==> src/rtl/pcie_regs_responder_if.sv <==
// Request/completion bus between the PCIe RX/TX request adapter and the register responder.
// Latency: none, wires only.
// Backpressure: valid/ready on the request side (rx*) and on the completion side (cpl*).
interface pcie_regs_responder_if;
    logic        rxValid_in;
    logic        rxReady_out;
    logic        rxWrite_in;
    logic [5:0]  rxAddr_in;
    logic [3:0]  rxByteEn_in;
    logic [31:0] rxData_in;
    logic [7:0]  rxTag_in;
    logic        cplValid_out;
    logic        cplReady_in;
    logic [31:0] cplData_out;
    logic [7:0]  cplTag_out;

    // Responder side
    modport slave (
        input  rxValid_in, rxWrite_in, rxAddr_in, rxByteEn_in, rxData_in, rxTag_in, cplReady_in,
        output rxReady_out, cplValid_out, cplData_out, cplTag_out
    );

    // Requester side
    modport master (
        output rxValid_in, rxWrite_in, rxAddr_in, rxByteEn_in, rxData_in, rxTag_in, cplReady_in,
        input  rxReady_out, cplValid_out, cplData_out, cplTag_out
    );
endinterface

==> src/rtl/pcie_regs_responder.sv <==
// BAR dword register file: reg0 magic, reg1 access counters (PCIE_REGS_ACCESS_COUNT_EN), reg2..7 r/w.
// Latency: read completion valid the cycle after accept when the completion buffer is empty.
// Backpressure: 2-entry in-order completion buffer; rxReady_out (registered) drops while it is full.
module pcie_regs_responder #(
    parameter logic [63:0] MAGIC = 64'hCAFEF00D_00010001
) (
    input  logic                     clk_in,
    input  logic                     reset_in,
    pcie_regs_responder_if.slave     bus
);

    typedef enum logic [1:0] {
        ST_EMPTY = 2'd0,
        ST_ONE   = 2'd1,
        ST_FULL  = 2'd2
    } state_t;

    state_t      r_state;
    state_t      w_state_nxt;
    logic        r_rx_rdy;

    logic [31:0] r_fifo_dat [2];
    logic [7:0]  r_fifo_tag [2];
    logic        r_wr_ptr;
    logic        r_rd_ptr;

    logic [63:0] r_regs [6];

    logic        w_acc;
    logic        w_push;
    logic        w_pop;
    logic        w_wr_acc;
    logic        w_cpl_vld;
    logic [2:0]  w_idx;
    logic [2:0]  w_ri;
    logic        w_hi;
    logic [63:0] w_rd_qword;
    logic [31:0] w_rd_dword;

`ifdef PCIE_REGS_ACCESS_COUNT_EN
    logic [31:0] r_wr_cnt;
    logic [31:0] r_rd_cnt;
`endif

    // Address bits [1:0] are not decoded; offsets alias every 64 bytes.
    assign w_idx     = bus.rxAddr_in[5:3];
    assign w_hi      = bus.rxAddr_in[2];
    assign w_ri      = w_idx - 3'd2;

    assign w_cpl_vld = (r_state != ST_EMPTY);
    assign w_acc     = bus.rxValid_in && r_rx_rdy;
    assign w_push    = w_acc && !bus.rxWrite_in;
    assign w_wr_acc  = w_acc && bus.rxWrite_in;
    assign w_pop     = w_cpl_vld && bus.cplReady_in;

    assign bus.rxReady_out  = r_rx_rdy;
    assign bus.cplValid_out = w_cpl_vld;
    assign bus.cplData_out  = r_fifo_dat[r_rd_ptr];
    assign bus.cplTag_out   = r_fifo_tag[r_rd_ptr];

    // Read mux: register state as it stands before this cycle's accept edge
    always_comb begin
        w_rd_qword = '0;
        case (w_idx)
            3'd0: w_rd_qword = MAGIC;
`ifdef PCIE_REGS_ACCESS_COUNT_EN
            3'd1: w_rd_qword = {r_wr_cnt, r_rd_cnt};
`else
            3'd1: w_rd_qword = '0;
`endif
            default: w_rd_qword = r_regs[w_ri];
        endcase
        w_rd_dword = w_hi ? w_rd_qword[63:32] : w_rd_qword[31:0];
    end

    // Occupancy state register; ready follows the next-state count so FULL blocks the following cycle
    always_ff @(posedge clk_in) begin
        if (reset_in) begin
            r_state  <= ST_EMPTY;
            r_rx_rdy <= 1'b0;
        end else begin
            r_state  <= w_state_nxt;
            r_rx_rdy <= (w_state_nxt != ST_FULL);
        end
    end

    // Occupancy next state; push+pop together only happens from ONE since FULL refuses requests
    always_comb begin
        w_state_nxt = r_state;
        case (r_state)
            ST_EMPTY: if (w_push) w_state_nxt = ST_ONE;
            ST_ONE: begin
                if (w_push && !w_pop)      w_state_nxt = ST_FULL;
                else if (w_pop && !w_push) w_state_nxt = ST_EMPTY;
            end
            ST_FULL:  if (w_pop) w_state_nxt = ST_ONE;
            default:  w_state_nxt = ST_EMPTY;
        endcase
    end

    // Completion storage: write at tail on read accept, advance head on consume
    always_ff @(posedge clk_in) begin
        if (reset_in) begin
            r_wr_ptr <= 1'b0;
            r_rd_ptr <= 1'b0;
            for (int i = 0; i < 2; i++) begin
                r_fifo_dat[i] <= '0;
                r_fifo_tag[i] <= '0;
            end
        end else begin
            if (w_push) begin
                r_fifo_dat[r_wr_ptr] <= w_rd_dword;
                r_fifo_tag[r_wr_ptr] <= bus.rxTag_in;
                r_wr_ptr             <= ~r_wr_ptr;
            end
            if (w_pop) begin
                r_rd_ptr <= ~r_rd_ptr;
            end
        end
    end

    // Byte-enabled writes into reg2..reg7; writes to reg0/reg1 are dropped
    always_ff @(posedge clk_in) begin
        if (reset_in) begin
            for (int i = 0; i < 6; i++) begin
                r_regs[i] <= '0;
            end
        end else if (w_wr_acc && (w_idx >= 3'd2)) begin
            for (int b = 0; b < 4; b++) begin
                if (bus.rxByteEn_in[b]) begin
                    r_regs[w_ri][{w_hi, b[1:0], 3'b000} +: 8] <= bus.rxData_in[b*8 +: 8];
                end
            end
        end
    end

`ifdef PCIE_REGS_ACCESS_COUNT_EN
    // Accepted-request counters, free-running and wrapping at 2^32
    always_ff @(posedge clk_in) begin
        if (reset_in) begin
            r_wr_cnt <= '0;
            r_rd_cnt <= '0;
        end else begin
            if (w_wr_acc) r_wr_cnt <= r_wr_cnt + 32'd1;
            if (w_push)   r_rd_cnt <= r_rd_cnt + 32'd1;
        end
    end
`endif

endmodule

==> src/flat_wrapper.sv <==
// flat-port wrapper written by rule: the top's interface ports become plain ports
module pcie_regs_responder_flat 
#(
    parameter logic [63:0] MAGIC = 64'hCAFEF00D_00010001
)
  (clk_in, reset_in, bus_rxValid_in, bus_rxWrite_in, bus_rxAddr_in, bus_rxByteEn_in, bus_rxData_in, bus_rxTag_in, bus_cplReady_in, bus_rxReady_out, bus_cplValid_out, bus_cplData_out, bus_cplTag_out);
  pcie_regs_responder_if bus_i ();
  input  logic clk_in;
  input  logic reset_in;
  input wire logic [$bits(bus_i.rxValid_in)-1:0] bus_rxValid_in;
  input wire logic [$bits(bus_i.rxWrite_in)-1:0] bus_rxWrite_in;
  input wire logic [$bits(bus_i.rxAddr_in)-1:0] bus_rxAddr_in;
  input wire logic [$bits(bus_i.rxByteEn_in)-1:0] bus_rxByteEn_in;
  input wire logic [$bits(bus_i.rxData_in)-1:0] bus_rxData_in;
  input wire logic [$bits(bus_i.rxTag_in)-1:0] bus_rxTag_in;
  input wire logic [$bits(bus_i.cplReady_in)-1:0] bus_cplReady_in;
  output wire logic [$bits(bus_i.rxReady_out)-1:0] bus_rxReady_out;
  output wire logic [$bits(bus_i.cplValid_out)-1:0] bus_cplValid_out;
  output wire logic [$bits(bus_i.cplData_out)-1:0] bus_cplData_out;
  output wire logic [$bits(bus_i.cplTag_out)-1:0] bus_cplTag_out;
  assign bus_i.rxValid_in = bus_rxValid_in;
  assign bus_i.rxWrite_in = bus_rxWrite_in;
  assign bus_i.rxAddr_in = bus_rxAddr_in;
  assign bus_i.rxByteEn_in = bus_rxByteEn_in;
  assign bus_i.rxData_in = bus_rxData_in;
  assign bus_i.rxTag_in = bus_rxTag_in;
  assign bus_i.cplReady_in = bus_cplReady_in;
  assign bus_rxReady_out = bus_i.rxReady_out;
  assign bus_cplValid_out = bus_i.cplValid_out;
  assign bus_cplData_out = bus_i.cplData_out;
  assign bus_cplTag_out = bus_i.cplTag_out;
  pcie_regs_responder #(.MAGIC(MAGIC)) u_core (.clk_in(clk_in), .reset_in(reset_in), .bus(bus_i));
endmodule
==> config.mk <==
export PLATFORM = sky130hd
export DESIGN_NAME = pcie_regs_responder_flat
export DESIGN_NICKNAME = d
export VERILOG_FILES = /design/src/rtl/pcie_regs_responder_if.sv /design/src/rtl/pcie_regs_responder.sv /design/src/flat_wrapper.sv
export SDC_FILE = /design/constraint.sdc
export NUM_CORES = 1
export LEC_CHECK = 0
export ABC_AREA = 0
export CORE_MARGIN = 2
export CORE_UTILIZATION = 45
export DETAILED_ROUTE_END_ITERATION = 8
export PLACE_DENSITY = 0.67
export SLEW_MARGIN = 25
export SYNTH_ARGS = -nofsm -noshare
export SYNTH_HDL_FRONTEND = slang
export SYNTH_SLANG_ARGS = --single-unit
==> constraint.sdc <==
create_clock -name clk_in -period 11.6 [get_ports clk_in]
set_input_delay 2.32 -clock clk_in [delete_from_list [all_inputs] [get_ports clk_in]]
set_output_delay 2.32 -clock clk_in [all_outputs]
set_load 0.01 [all_outputs]
==> metrics.log <==
INFO  metric finalSetupViolations = 0
INFO  metric worst_slew_pin_slew = 1.16 ns
INFO  metric skew = 0.0145 ns
INFO  metric place.port_buffers = 94
INFO  metric cts.repair_timing.setup_buffer_count = 0
INFO  metric die-height = 245 um
INFO  metric mappedNetlistArea = 0.0262 sq mm
INFO  metric area.growth.synth_to_final = 13.3%
INFO  metric layout-drive-gt1-share = 15.3%
INFO  metric internal_power = 0.00362 W
INFO  metric sequential_power_share = 52.2%
INFO  metric power.leakage = 11.0 nW
INFO  metric hold_violations = 0
INFO  metric grt_max_degree = 64
INFO  metric finalCritPeriodShare = 55.5%
INFO  metric grt_pass1_wl = 103 mm
INFO  metric area_share_of_the_largest_cell_type_after_synthesis = 67.8%
INFO  metric start_kind = input port
INFO  metric routed-via-count = 16160
INFO  metric total_nets_after_synthesis = 1912
INFO  metric synth.distinct_cells = 59
INFO  metric global_route.overflow_total = 0
INFO  metric layout_min_cycle_time = 6.44 ns
INFO  metric detail_route.vias_per_cell = 5.93
INFO  metric p_comb_share = 7.2%
INFO  metric finalHoldWorstSlack = 0.511 ns
INFO  metric ys_seq_area_share = 68.2%
INFO  metric clk_transition_reported_paths = 0.06 ns
INFO  metric clkLatencyLatePin = 0.62 ns
INFO  metric start_util = 45.5%
INFO  metric first_global_vias = 15955
INFO  metric synth-seq-cells = 598
INFO  metric drt_iter0_drc = 1738
INFO  metric net-switching-power = 0.00103 W
INFO  metric routedWlPerCell = 25.9 um
INFO  metric power.share.switching = 22.2%
INFO  metric number_of_cells_produced_by_synthesis = 1856
INFO  metric r2r_cells = 5
INFO  metric detail-route-antenna-nets = 0
INFO  metric worstSetupEndpointType = register
INFO  metric critical_path_peak_fanout = 50
INFO  metric report.final.slew_viol_count = 0
INFO  metric pre_cts_ws = 4.62 ns
INFO  metric power.clock.fraction = 40.5%
INFO  metric die_w = 245 um
INFO  metric synth_area_leader_cell = edfxtp_1
INFO  metric clk_root_buffer_cell = clkbuf_16
INFO  metric cp.required = 11.85 ns
INFO  metric hold-path-cell-count = 2
INFO  metric buffer_depth_of_the_longest_clock_path = 3
INFO  metric groute.usage.overall = 23.4%
INFO  metric htree_levels = 2
INFO  metric worst-endpoint-arrival = 6.68 ns
INFO  metric worst-path-buf-inv = 5
INFO  metric design.portCount = 97
INFO  metric synthFlopType = edfxtp_1
INFO  metric outcome = finished, final reports clean
INFO  metric cp_slowest_stage_delay = 0.89 ns
INFO  metric tritoncts = yes
INFO  metric gp_congestion = 0.832
INFO  metric routed_wirelength = 70.7 mm
INFO  metric number_of_flops_mapped_to_enable_cells_by_yosys = 592
INFO  metric synth.top_cells.by_area = edfxtp_1, mux4_2, nor2_1
INFO  metric placeableCoreArea = 0.0577 sq mm
INFO  metric antenna_found_initial = 0
INFO  metric postSynthAreaPerCell = 14.1 sq um
INFO  metric dp_hpwl = 44.0 mm
INFO  metric slew_headroom = 21.9%
INFO  metric power.density = 156 mW/mm^2
INFO  metric fmax = 155 MHz
INFO  metric drt-pass1-iter-count = 6
INFO  metric setup_total_negative_slack = 0 ns
INFO  metric fp-row-count = 88
INFO  metric worstSetupPathType = input port to register
INFO  metric async_flop_share = 0%
INFO  metric worst_ir_drop_vdd = 0.0000889 V
INFO  metric most_frequent_standard_cell_in_the_layout_excluding_fill_and_tap_cells = edfxtp_1
INFO  metric hold_path_class = register to register
INFO  metric nFillCells = 4849
INFO  metric cp_top_family = buffers and inverters
INFO  metric post_cts_resize_count = 0
INFO  metric floorplan.die_area = 0.0602 sq mm
INFO  metric maxCapViolCount = 0
INFO  metric cts_made_buffers = 58
INFO  metric final_layout_net_count = 1970
INFO  metric crit_cells = 8
INFO  metric yosys_warnings = 0
INFO  metric drc = 0
INFO  metric grt_setup_unrepaired = false
INFO  metric final_cell_mix = edfxtp_1, nor2_1, and2_1, nand2_1, mux2_2
INFO  metric worstPathCellList = clkdlybuf4s50_1 > inv_1 > ha_4 > inv_1 > buf_4 > nand3_2 > buf_4 > o21bai_1
INFO  metric setup_slack = 5.16 ns
INFO  metric slowest_stage_cell_cp = o21bai_1
INFO  metric insertedDiodeCount = 0
INFO  metric clock_sink_count = 598
INFO  metric post_cts_hold_buffer_count = 0
## tightest hold or removal path: cells and delay by family, from the launching register on
family,cells,cell delay (ns)
DFF,1,0.32
and+or+nand+nor,1,0.08
xor gates and xnor gates,1,0.08
## Yosys cell counts (all sizes together), types with 2 or more instances
library cell    n
or3b            2
nor3           14
dfxtp           6
clkbuf         62
a22oi           4
inv            46
a211oi         12
o22a            9
a311o           2
a21o           28
o221ai         13
a21oi          17
and3           25
o21ai          28
xor2            2
a31oi           3
a221oi         18
and2          121
edfxtp        592
o211ai         18
mux2          102
nor2b           7
nor3b           2
nand2         117
nor2          316
o21bai          7
o21a            4
a2bb2oi         6
mux4           56
nand3          11
o31a            3
or3             2
or2            10
clkinv          2
nand2b         11
o22ai          51
mux2i          57
a221o           2
buf            59
## power groups by stage
stage          logic, W  registers, W  clock network (W)
6_report       0.000335       0.00243            0.00189
5_1_grt        0.000351       0.00243            0.00198
4_1_cts        0.000331       0.00243            0.00190
3_5_place_dp   0.000330       0.00248                  0
3_3_place_gp   0.000327       0.00247                  0
2_1_floorplan  0.000187       0.00247                  0
## sequential cells by signal, summed over array words and instances (netlist names), named ones only
signal / cells
u_core.r_state: 2
u_core.r_regs: 512
u_core.r_rd_ptr: 1
u_core.r_fifo_tag: 16
u_core.r_wr_ptr: 1
u_core.bus.rxReady_out: 1
u_core.r_fifo_dat: 64
## worst paths after layout
| check | from | endpoint | slack, ns |
|---|---|---|---|
| max reg2reg | u_core.bus.rxReady_out | u_core.r_regs[2][36] | 7.80 |
| min reg2reg | u_core.r_rd_ptr | u_core.r_rd_ptr | 0.51 |
| min | u_core.r_rd_ptr | u_core.r_rd_ptr | 0.51 |
| max | bus_rxAddr_in[5] | u_core.r_regs[4][29] | 5.16 |
## per-layer routing
| metal | part of all wire (%) | wire length, um | GRT usage, % |
|---|---|---|---|
| met2 | 48 | 33700 | 38.0 |
| met5 | 0 | 0 | 0 |
| met4 | 3.2 | 2250 | 8.00 |
| met1 | 39 | 27800 | 31.7 |
| met3 | 9.9 | 6980 | 4.45 |
## through the flow
stage	utilization, %	cells	cell area (sq um)	total power [W]
after detailed placement	48.2	2618	27800	0.00280
after global placement	48.2	2618	27800	0.00280
after floorplan	-	1856	26200	0.00266
final	51.5	2727	29700	0.00465
after global routing	51.5	2727	29700	0.00476
after CTS	51.4	2726	29700	0.00466
## cell type report
class / count / area [sq um] / area share [%]
clock buffer: 83 / 1640 / 5.52
clock inverter: 25 / 239 / 0.804
inverter: 48 / 180 / 0.606
multi-input combinational: 1089 / 7670 / 25.8
sequential: 598 / 17900 / 60.2
tap: 765 / 957 / 3.22
timing repair buffer: 119 / 1120 / 3.79
## cell families (layout without fill, tap and decap cells)
kind of cell,after synthesis,in the layout,synth area share [%]
compound gates,229,229,6.22
xor+xnor,3,3,0.100
fa+ha+maj,1,1,0.0477
buf+inv,169,275,2.90
flops,598,598,68.2
mux,215,215,11.4
simple gates,641,641,11.1
Power figures use the tool's default switching activity.
